--- src/rtl/core_pkg.sv ---
// Shared types and constants for the multicycle core: FSM states, trap causes,
// load/store size encodings and small decode helpers.
package core_pkg;

  typedef enum logic [2:0] {
    ST_IDLE,
    ST_FETCH_REQ,
    ST_FETCH_WAIT,
    ST_EXEC,
    ST_MEM_REQ,
    ST_MEM_WAIT,
    ST_TRAP
  } state_t;

  localparam logic [1:0] CAUSE_ILLEGAL        = 2'd0;
  localparam logic [1:0] CAUSE_MISALIGN_FETCH = 2'd1;
  localparam logic [1:0] CAUSE_MISALIGN_LS    = 2'd2;
  localparam logic [1:0] CAUSE_TIMEOUT        = 2'd3;

  localparam logic [31:0] NOP_INSTR = 32'h0000_0013;

  localparam logic [1:0] SIZE_B = 2'd0;
  localparam logic [1:0] SIZE_H = 2'd1;
  localparam logic [1:0] SIZE_W = 2'd2;
  localparam logic [1:0] SIZE_D = 2'd3;

  // Byte-enable pattern for an access of the given size, before lane shifting.
  function automatic logic [7:0] size_mask(input logic [1:0] size);
    case (size)
      SIZE_B:  size_mask = 8'h01;
      SIZE_H:  size_mask = 8'h03;
      SIZE_W:  size_mask = 8'h0F;
      default: size_mask = 8'hFF;
    endcase
  endfunction

  // An access is misaligned when its low address bits are not a multiple of its
  // size; doubleword accesses are also rejected outright on a 32-bit core.
  function automatic logic ls_misaligned(input logic [1:0] size,
                                         input logic [2:0] low,
                                         input logic       d_legal);
    case (size)
      SIZE_H:  ls_misaligned = low[0];
      SIZE_W:  ls_misaligned = |low[1:0];
      SIZE_D:  ls_misaligned = (|low) || !d_legal;
      default: ls_misaligned = 1'b0;
    endcase
  endfunction

endpackage

--- src/rtl/lsu_align.sv ---
// Load/store lane handling: byte enables, store-data replication across lanes,
// and extraction plus sign/zero extension of load data.
module lsu_align
  import core_pkg::*;
#(
  parameter int XLEN = 32
) (
  input  logic [1:0]                 size,
  input  logic [$clog2(XLEN/8)-1:0]  offset,
  input  logic                       is_unsigned,
  input  logic [XLEN-1:0]            wdata,
  input  logic [XLEN-1:0]            rdata,
  output logic [XLEN/8-1:0]          be,
  output logic [XLEN-1:0]            wdata_rep,
  output logic [XLEN-1:0]            load_data
);

  localparam int NB = XLEN / 8;

  logic [7:0]      mask8;
  logic [XLEN-1:0] shifted;
  logic [XLEN-1:0] keep;
  logic            sign;

  // Shift the size mask into the lanes addressed by the low address bits.
  always_comb begin
    mask8 = size_mask(size);
    be    = NB'(mask8) << offset;
  end

  // Each byte lane carries the store byte it would hold at its own offset, so
  // the memory picks the right bytes whatever lane the access lands on.
  for (genvar i = 0; i < NB; i++) begin : g_rep
    assign wdata_rep[8*i +: 8] = (size == SIZE_B) ? wdata[7:0] :
                                 (size == SIZE_H) ? wdata[8*(i%2) +: 8] :
                                 (size == SIZE_W) ? wdata[8*(i%4) +: 8] :
                                                    wdata[8*i +: 8];
  end

  // Bring the addressed lane down to bit 0 and extend it to the full width.
  always_comb begin
    shifted = rdata >> {offset, 3'b000};
    case (size)
      SIZE_B: begin
        keep = XLEN'(8'hFF);
        sign = shifted[7];
      end
      SIZE_H: begin
        keep = XLEN'(16'hFFFF);
        sign = shifted[15];
      end
      SIZE_W: begin
        keep = XLEN'(32'hFFFF_FFFF);
        sign = shifted[31];
      end
      default: begin
        keep = '1;
        sign = shifted[XLEN-1];
      end
    endcase
    load_data = (is_unsigned || !sign) ? (shifted & keep) : (shifted | ~keep);
  end

endmodule

--- src/rtl/core_mc.sv ---
// Multicycle core sequencer: fetch, execute and memory phases over
// valid/gnt/rvalid buses, with PC, instruction latch, lane alignment and traps.
module core_mc
  import core_pkg::*;
#(
  parameter int              XLEN      = 32,
  parameter logic [XLEN-1:0] RESET_PC  = '0,
  parameter int              TIMEOUT_W = 8
) (
  input  logic                clk,
  input  logic                rst_n,
  output logic                imem_req_o,
  output logic [XLEN-1:0]     imem_addr_o,
  input  logic                imem_gnt_i,
  input  logic                imem_rvalid_i,
  input  logic [31:0]         imem_rdata_i,
  output logic                dmem_req_o,
  output logic                dmem_we_o,
  output logic [XLEN-1:0]     dmem_addr_o,
  output logic [XLEN/8-1:0]   dmem_be_o,
  output logic [XLEN-1:0]     dmem_wdata_o,
  input  logic                dmem_gnt_i,
  input  logic                dmem_rvalid_i,
  input  logic [XLEN-1:0]     dmem_rdata_i,
  output logic [31:0]         instr_o,
  output logic                instr_valid_o,
  output logic [XLEN-1:0]     pc_o,
  input  logic [XLEN-1:0]     pc_next_i,
  input  logic                ld_i,
  input  logic                st_i,
  input  logic [XLEN-1:0]     ls_addr_i,
  input  logic [XLEN-1:0]     ls_wdata_i,
  input  logic [1:0]          ls_size_i,
  input  logic                ls_unsigned_i,
  input  logic                illegal_i,
  input  logic                exu_wen_i,
  output logic                reg_wen_o,
  output logic [XLEN-1:0]     load_data_o,
  output logic                load_valid_o,
  output logic                retire_o,
  output logic                halted_o,
  output logic [1:0]          trap_cause_o
);

  localparam int OW = $clog2(XLEN / 8);

  state_t                state, state_next;
  logic [XLEN-1:0]       pc;
  logic [31:0]           instr;
  logic [TIMEOUT_W-1:0]  wd;
  logic [1:0]            trap_cause, cause_next;
  logic                  capture, stalled, mem_op;
  logic [XLEN-1:0]       mem_addr, mem_wdata, mem_pc;
  logic [1:0]            mem_size;
  logic                  mem_uns, mem_ld;

  assign mem_op = ld_i || st_i;

  // Next-state, trap selection and single-cycle pulses for the current phase.
  always_comb begin
    state_next    = state;
    cause_next    = trap_cause;
    capture       = 1'b0;
    retire_o      = 1'b0;
    reg_wen_o     = 1'b0;
    load_valid_o  = 1'b0;
    case (state)
      ST_IDLE: state_next = ST_FETCH_REQ;
      ST_FETCH_REQ: begin
        if (imem_gnt_i) begin
          state_next = ST_FETCH_WAIT;
        end else if (&wd) begin
          state_next = ST_TRAP;
          cause_next = CAUSE_TIMEOUT;
        end
      end
      ST_FETCH_WAIT: begin
        if (imem_rvalid_i) begin
          state_next = ST_EXEC;
        end else if (&wd) begin
          state_next = ST_TRAP;
          cause_next = CAUSE_TIMEOUT;
        end
      end
      ST_EXEC: begin
        if (illegal_i) begin
          state_next = ST_TRAP;
          cause_next = CAUSE_ILLEGAL;
        end else if (mem_op && ls_misaligned(ls_size_i, ls_addr_i[2:0], XLEN == 64)) begin
          state_next = ST_TRAP;
          cause_next = CAUSE_MISALIGN_LS;
        end else if (mem_op) begin
          state_next = ST_MEM_REQ;
          capture    = 1'b1;
        end else if (pc_next_i[1:0] != 2'b00) begin
          state_next = ST_TRAP;
          cause_next = CAUSE_MISALIGN_FETCH;
        end else begin
          state_next = ST_FETCH_REQ;
          retire_o   = 1'b1;
          reg_wen_o  = exu_wen_i;
        end
      end
      ST_MEM_REQ: begin
        if (dmem_gnt_i) begin
          state_next = ST_MEM_WAIT;
        end else if (&wd) begin
          state_next = ST_TRAP;
          cause_next = CAUSE_TIMEOUT;
        end
      end
      ST_MEM_WAIT: begin
        if (dmem_rvalid_i) begin
          state_next   = ST_FETCH_REQ;
          retire_o     = 1'b1;
          reg_wen_o    = mem_ld;
          load_valid_o = mem_ld;
        end else if (&wd) begin
          state_next = ST_TRAP;
          cause_next = CAUSE_TIMEOUT;
        end
      end
      default: state_next = ST_TRAP;
    endcase
    stalled = (state == ST_FETCH_REQ || state == ST_FETCH_WAIT ||
               state == ST_MEM_REQ   || state == ST_MEM_WAIT) && (state_next == state);
  end

  // State, PC, instruction latch, watchdog and captured load/store operands.
  always_ff @(posedge clk or negedge rst_n) begin
    if (!rst_n) begin
      state      <= ST_IDLE;
      pc         <= RESET_PC;
      instr      <= NOP_INSTR;
      wd         <= '0;
      trap_cause <= CAUSE_ILLEGAL;
      mem_addr   <= '0;
      mem_wdata  <= '0;
      mem_pc     <= '0;
      mem_size   <= SIZE_B;
      mem_uns    <= 1'b0;
      mem_ld     <= 1'b0;
    end else begin
      state <= state_next;
      wd    <= stalled ? wd + 1'b1 : '0;
      if (state == ST_FETCH_WAIT && imem_rvalid_i) instr <= imem_rdata_i;
      if (capture) begin
        mem_addr  <= ls_addr_i;
        mem_wdata <= ls_wdata_i;
        mem_pc    <= pc_next_i;
        mem_size  <= ls_size_i;
        mem_uns   <= ls_unsigned_i;
        mem_ld    <= ld_i;
      end
      if (state == ST_EXEC && state_next == ST_FETCH_REQ) pc <= pc_next_i;
      if (state == ST_MEM_WAIT && state_next == ST_FETCH_REQ) pc <= mem_pc;
      if (state_next == ST_TRAP && state != ST_TRAP) trap_cause <= cause_next;
    end
  end

  lsu_align #(.XLEN(XLEN)) u_lsu_align (
    .size        (mem_size),
    .offset      (mem_addr[OW-1:0]),
    .is_unsigned (mem_uns),
    .wdata       (mem_wdata),
    .rdata       (dmem_rdata_i),
    .be          (dmem_be_o),
    .wdata_rep   (dmem_wdata_o),
    .load_data   (load_data_o)
  );

  assign imem_req_o    = (state == ST_FETCH_REQ);
  assign imem_addr_o   = pc;
  assign pc_o          = pc;
  assign instr_o       = instr;
  assign instr_valid_o = (state == ST_EXEC);
  assign dmem_req_o    = (state == ST_MEM_REQ);
  assign dmem_we_o     = !mem_ld;
  assign dmem_addr_o   = {mem_addr[XLEN-1:OW], {OW{1'b0}}};
  assign halted_o      = (state == ST_TRAP);
  assign trap_cause_o  = trap_cause;

endmodule

--- config.mk ---
export PLATFORM = sky130hd
export DESIGN_NAME = core_mc
export DESIGN_NICKNAME = d
export VERILOG_FILES = /design/src/rtl/core_pkg.sv /design/src/rtl/lsu_align.sv /design/src/rtl/core_mc.sv
export SDC_FILE = /design/constraint.sdc
export NUM_CORES = 1
export LEC_CHECK = 0
export ABC_AREA = 1
export CORE_MARGIN = 2
export CORE_UTILIZATION = 43
export CTS_CLUSTER_DIAMETER = 50
export DETAILED_ROUTE_END_ITERATION = 16
export GPL_TIMING_DRIVEN = 1
export PLACE_DENSITY_LB_ADDON = 0.3
export SETUP_SLACK_MARGIN = 0.15
export SYNTH_ARGS = -nofsm -noshare
export SYNTH_HDL_FRONTEND = slang
export SYNTH_SLANG_ARGS = --single-unit
--- constraint.sdc ---
create_clock -name clk -period 2 [get_ports clk]
set_input_delay 0.2 -clock clk [delete_from_list [all_inputs] [get_ports clk]]
set_output_delay 0.2 -clock clk [all_outputs]
set_load 0.03 [all_outputs]
======== Word level (Yosys, flattened, before mapping) ========
Cells that the tools add are included.
W data, S select, Z words.
storage, ports and cells
  latch bits .............................. 0
  bits in registers ....................... 177
  memory bits (read-only) ................. 0
  RAM bits ................................ 0
  memories kept ........................... 0
  output and inout bits ................... 206
  bits of input ports ..................... 173
  word-level logic and storage cells ...... 111
operators by class
  order comparisons ....................... 0
  equal/unequal tests ..................... 21
  shift-type cells ........................ 2
  multiply operators ...................... 0
  reduce and logical (&&, ||, !) cells .... 21
  bitwise logic cells ..................... 3
  divide/modulo/power cells ............... 0
  multiplexer cells ....................... 52
  $add $sub $neg .......................... 1
operators with widths
  operator               number
  $mux W32               3
  $pmux W32 S2           1
  $mux W8                6
  $and A32 B32 Y32       1
  $not A32 Y32           1
  $or A32 B32 Y32        1
  $shr A32 B5 Y32        1
  $mux W3                9
  $mux W2                9
  $pmux W3 S6            1
  $mux W1                17
  $reduce_and A8 Y1      2
  $eq A3 B3 Y1 const B   4
  $pmux W4 S3            1
  $pmux W2 S5            1
  $add A8 B1 Y8 const B  1
  $ne A2 B2 Y1 const B   4
  $eq A2 B2 Y1 const B   3
  $eq A3 B1 Y1 const B   2
  $eq A3 B2 Y1 const B   2
  $logic_and A1 B1 Y1    6
  $pmux W1 S2            3
  $logic_or A1 B1 Y1     5
  $reduce_bool A5 Y1     1
  12 further kinds       15

======== Depth between registers and ports, before layout ========
  depth after elaboration ................. 12
  depth in mapped cells ................... 10
  depth with buffers taken out ............ 10

======== Cells and area by module ========
Synthesis repeated with hierarchy kept, for this count alone.
unflattened totals
  cell total of the unflattened synthesis .. 992
  area, all modules ....................... 9317.7 µm²
by module, submodules not included
  module     cells an instance  area each (µm²)  instances  seq. area each (µm²)
  core_mc    737                8130.3           1          4433.0
  lsu_align  255                1187.4           1          0.0

======== Worst setup path after synthesis ========
Ideal clock, no wire load.
  path type ............................... flip-flop to output port
  from .................................... register mem_addr[0]
  to ...................................... output port load_data_o[18]
  required time ........................... 1.800 ns
  arrival time ............................ 2.029 ns
  path buffers ............................ 1
  path slack .............................. -0.229 ns
  cell stages (with the launch flop) ...... 8
  cell sequence ........................... dfrtp_1 > nand2_1 > o21ai_0 > a22oi_1 > a22o_1 > nand3_1 > buf_2 > o21ai_0
on the way
  longest elaborated chain between the ends .. 5
  elaborated cells between the ends (all ways) .. 7
  classes of those cells .................. shift: 1; mux: 2; bitwise: 2; reduce/logical: 2
RTL lines
  item                      RTL line         text
  start: declaration        core_mc.sv:53    logic [XLEN-1:0] mem_addr, mem_wdata, mem_pc;
  start signal: assignment  core_mc.sv:148   mem_addr <= ls_addr_i;
  $shr A32 B5 Y32 (*)       lsu_align.sv:42  shifted = rdata >> {offset, 3'b000};
  $pmux W1 S2               lsu_align.sv:43  case (size)
  $logic_not A1 Y1          lsu_align.sv:61  load_data = (is_unsigned || !sign) ? (shifted & keep) : (shifted | ~keep);
  $logic_or A1 B1 Y1        lsu_align.sv:61
  $mux W32 (*)              lsu_align.sv:61
  end: declaration          core_mc.sv:38    output logic [XLEN-1:0] load_data_o,
Every way passes the cells marked *; elsewhere a longest branch is shown, timed or not.

======== Worst setup path after layout ========
  from .................................... register mem_addr[0]
  to ...................................... output port load_data_o[17]
Same word-level chain as after synthesis.

==> impl_metrics.csv <==
group,metric,value,unit
outcome,run_status,"complete, but fails checks",
outcome,violations,"setup timing",
die,die_w,148,microns
pwr,netSwitchingFraction,0.451,
routing,route.vias.total,8461,
global_route,initial_antenna_violation_count,0,
global_route,grt_pass1_wl,44900,microns
synth,yosysWarnings,0,
cells_and_area,num-fill-cells,1529,
global_route,grt_pass1_vias,8429,
cells_and_area,insertedDiodeCount,0,
clock_tree,cts_inserted_buffers,17,
global_route,maximum_number_of_pins_on_one_net_before_global_route_repair,59,
die,ios,379,
pwr,vdd.ir_drop.worst,1.04,mV
die,start_util,0.440,
setup_path,setup.worst_path.start_class,"flop",
clock_tree,path_clk_slew,0.07,ns
pwr,sequentialPowerShare,0.254,
pwr,p_leak,7.04,nW
sta,unrepaired_setup_endpoints_after_global_routing,"yes",
synth,synth_area,8960,sq um
sta,total_of_endpoints_with_negative_setup_slack_in_the_final_report,27,
setup_path,timing.critical_path.slowest_stage_cell,"dfrtp_2",
synth,post_synth_inst_count,1007,
pwr,clock_network_power_share,0.149,
setup_path,crit_required,1.80,ns
sta,timing.final.ws_setup,-0.248,ns
global_route,overflow,0,
synth,synth-seq-cells,177,
routing,post-route-drc-count,0,
place,dp.cells,1577,
cells_and_area,areaGrowthSynthToFinish,59.7,%
cells_and_area,post_route_cells_drive_above_1_share,0.268,
setup_path,path_cells,"nor2_1, inv_1, o22ai_2, a22o_1, nand3_4, buf_8, o21ai_2, buf_6",
synth,ys_types,40,
pwr,power.combinational.fraction,0.597,
pwr,cellPowerDensity,1690,nW/um^2
setup_path,crit_arrival,2.05,ns
synth,syn_avg_cell_area,8.90,sq um
sta,max_freq,445,MHz
worst_hold_path,hold_class,"input port to asynchronous set/reset pin",
sta,hold-worst-slack,0.250,ns
routing,wl,30300,microns
die,standard_cell_row_count,52,
setup_path,cpLargestDelayFamily,"flip-flops",
clock_tree,cts_tree,"built",
cells_and_area,final_net_count,1538,
routing,ant_nets,0,
setup_path,critPathKind,"flop to output port",
clock_tree,clkLatencyLatePin,0.43,ns
place,post-dp-hpwl,20600,microns
setup_path,highest_cell_delay_on_the_worst_timing_path,0.45,ns
clock_tree,clock-sinks,177,
sta,timing.clock.skew,0.00881,ns
routing,drt_pre_antenna_iters,5,
setup_path,category_of_the_worst_setup_path_capture_point,"output port",
routing,drtIter0Drc,492,
die,die_area,22000,sq um
routing,avgRoutedWirePerCell,18.4,microns
sta,final_hold_viol_count,0,
pwr,internal_power,13.3,mW
setup_path,cp_max_fo,7,
setup_path,crit_buf_inv,3,
cells_and_area,fin_area,14300,sq um
cells_and_area,layout.cells.non_filler,1647,
sta,period_share,1.12,
die,core-area,20400,sq um
routing,post_drt_via_cell_ratio,5.14,
sta,finalMaxSlewViolations,0,
job,cap_violations,0,
clock_tree,clock-root-buffer,"clkbuf_16",
clock_tree,cts_buffer_depth,2,
place,place_area,12700,sq um
synth,fraction_of_the_yosys_area_taken_by_sequential_cells,0.495,
clock_tree,htree_levels,4,
place,gpl.final_weighted_congestion,0.921,
sta,layout_min_cycle_time,2.25,ns
place,port_buffers,376,
pwr,netSwitchingPower,10.9,mW
global_route,globalRouteTotalUtil,0.258,
die,fp.dieH,148,microns
cells_and_area,finish.utilization,0.703,
==> cells in the mapped netlist <==
library cell  number  area share
conb_1             1     0.00042
dfrtp_1          174        0.49
inv_2              7      0.0029
nand3_2            3      0.0034
o21ai_0           72       0.040
inv_1             62       0.026
o21ai_1           54       0.030
xnor2_1            2      0.0020
nand2_2            2      0.0014
nor2_1            25       0.010
nand4_1            4      0.0028
mux2i_1            3      0.0034
ha_1               1      0.0014
nand2_1          293        0.12
buf_1              6      0.0025
or2_2              1     0.00070
buf_4             74       0.062
nand3_1           48       0.027
clkbuf_1          27       0.011
a22o_1             1     0.00098
dfstp_2            3      0.0088
buf_2             13      0.0073
o221ai_1           3      0.0029
a21oi_2            2      0.0020
nor3_1             1     0.00056
a21oi_1           21       0.012
xor2_1             3      0.0029
a22oi_1            9      0.0075
mux2_4            30       0.050
nor3b_1            1     0.00084
nand4_4            1      0.0024
nor2_2            11      0.0077
mux2_1             3      0.0038
buf_6              4      0.0050
o22ai_1            5      0.0035
and3_1             1     0.00070
mux2_2            29       0.036
nand3_4            1      0.0020
nand3b_1           3      0.0025
nor2_4             3      0.0038
==> what timing repair did <==
item | 4_1_cts | 5_1_grt
setup buffers | 20 | 15
setup endpoints to repair | 70 | 96
resized for setup | 182 | 164
endpoints found under the hold margin | 35 | 0
gates cloned | 3 | 0
hold buffers | 1 | 0
pin swaps | 10 | 23
==> layer usage <==
layer	part of all wire	wire, microns	track usage	vias to the layer above
li1	-	-	-	3922
met1	0.37	11200	0.294	4121
met2	0.53	16100	0.472	331
met3	0.061	1850	0.0561	87
met4	0.038	1160	0.101	0
met5	0	0	0	-
==> registers in the layout, indices dropped and copies added, names as in the netlist <==
signal / count
state: 3
imem_addr_o: 32
mem_wdata: 32
mem_uns: 1
trap_cause_o: 2
wd: 8
mem_size: 2
instr_o: 32
mem_ld: 1
mem_addr: 32
mem_pc: 32
==> per-stage QoR <==
step / setup slack (ns) / total power, mW / TNS (ns)
floorplan: 0.00897 / 14.2 / 0
global placement: -0.00288 / 18.7 / -0.00288
detailed placement: -0.0269 / 18.9 / -0.225
CTS: -0.213 / 23.2 / -3.87
global route: -0.325 / 25.4 / -7.11
finish: -0.248 / 24.2 / -5.11
==> power by group through the flow <==
stage          clock [mW]  combinational (mW)  sequential [mW]
2_1_floorplan           0                7.07             7.13
3_3_place_gp            0                12.6             6.11
3_5_place_dp            0                12.8             6.15
4_1_cts              3.68                13.4             6.12
5_1_grt              3.84                15.2             6.33
6_report             3.61                14.5             6.15
==> layout by cell type, fill, tap and decap left out, types with 4 or more instances in the layout <==
master,instances
buf_6,57
o21ai_1,59
nand3_1,39
buf_12,13
o21ai_4,5
bufinv_16,4
inv_6,5
a21oi_2,4
nand2_1,264
clkbuf_16,17
dfrtp_2,6
nand2_2,17
nand2_4,14
nor2_2,14
mux2_2,29
o21ai_0,46
nor2_1,17
nand3_2,10
mux2_4,30
o21ai_2,16
nor2_4,8
nand4_1,4
inv_1,58
a21oi_1,18
inv_2,5
buf_2,15
buf_4,58
clkdlybuf4s50_1,304
a22oi_2,8
o22ai_1,4
dfrtp_1,168
==> cells by family after synthesis <==
group,after synthesis,synth area share
other cells,1,0.000419
buf+inv,193,0.117
compound gates,167,0.0990
xor+xnor,5,0.00489
fa+ha+maj,1,0.00140
flops,177,0.495
simple gates,398,0.189
mux,65,0.0938
==> worst reg2reg max path: stages (launching register included) <==
cell and delay (ns):
dfrtp_2 0.45, buf_4 0.17, inv_6 0.07, nor2_2 0.05, nand3_2 0.08, nand2_2 0.08
nor2_4 0.13, nand3_2 0.12, a21oi_4 0.20, nand4_4 0.22, nor2_2 0.16
==> path summary, 6_finish.rpt <==
path,startpoint,to,slack [ns],cells after the start
worst max register to register,state[1]$_DFF_PN0_,wd[6]$_DFF_PN0_,0.20,10
max in group asynchronous,rst_n,mem_addr[1]$_DFFE_PN0P_,1.05,3
worst max-delay path,mem_addr[0]$_DFFE_PN0P_,load_data_o[17],-0.25,8
worst min-delay path,rst_n,mem_pc[23]$_DFFE_PN0P_,0.25,2
worst min register to register,instr_o[0]$_DFFE_PN1P_,instr_o[0]$_DFFE_PN1P_,0.47,2
min in group clk,imem_rdata_i[1],instr_o[1]$_DFFE_PN1P_,0.28,3
==> area by class of cell <==
cell class / instances / area, sq um / area share
Clock buffer: 20 / 437 / 0.0305
Clock inverter: 12 / 195 / 0.0136
Inverter: 69 / 284 / 0.0198
Multi-Input combinational cell: 638 / 3950 / 0.276
Sequential cell: 177 / 4440 / 0.310
Tap cell: 270 / 338 / 0.0236
Timing Repair Buffer: 461 / 4670 / 0.326
Note: power is estimated with default switching activity, not from simulation.
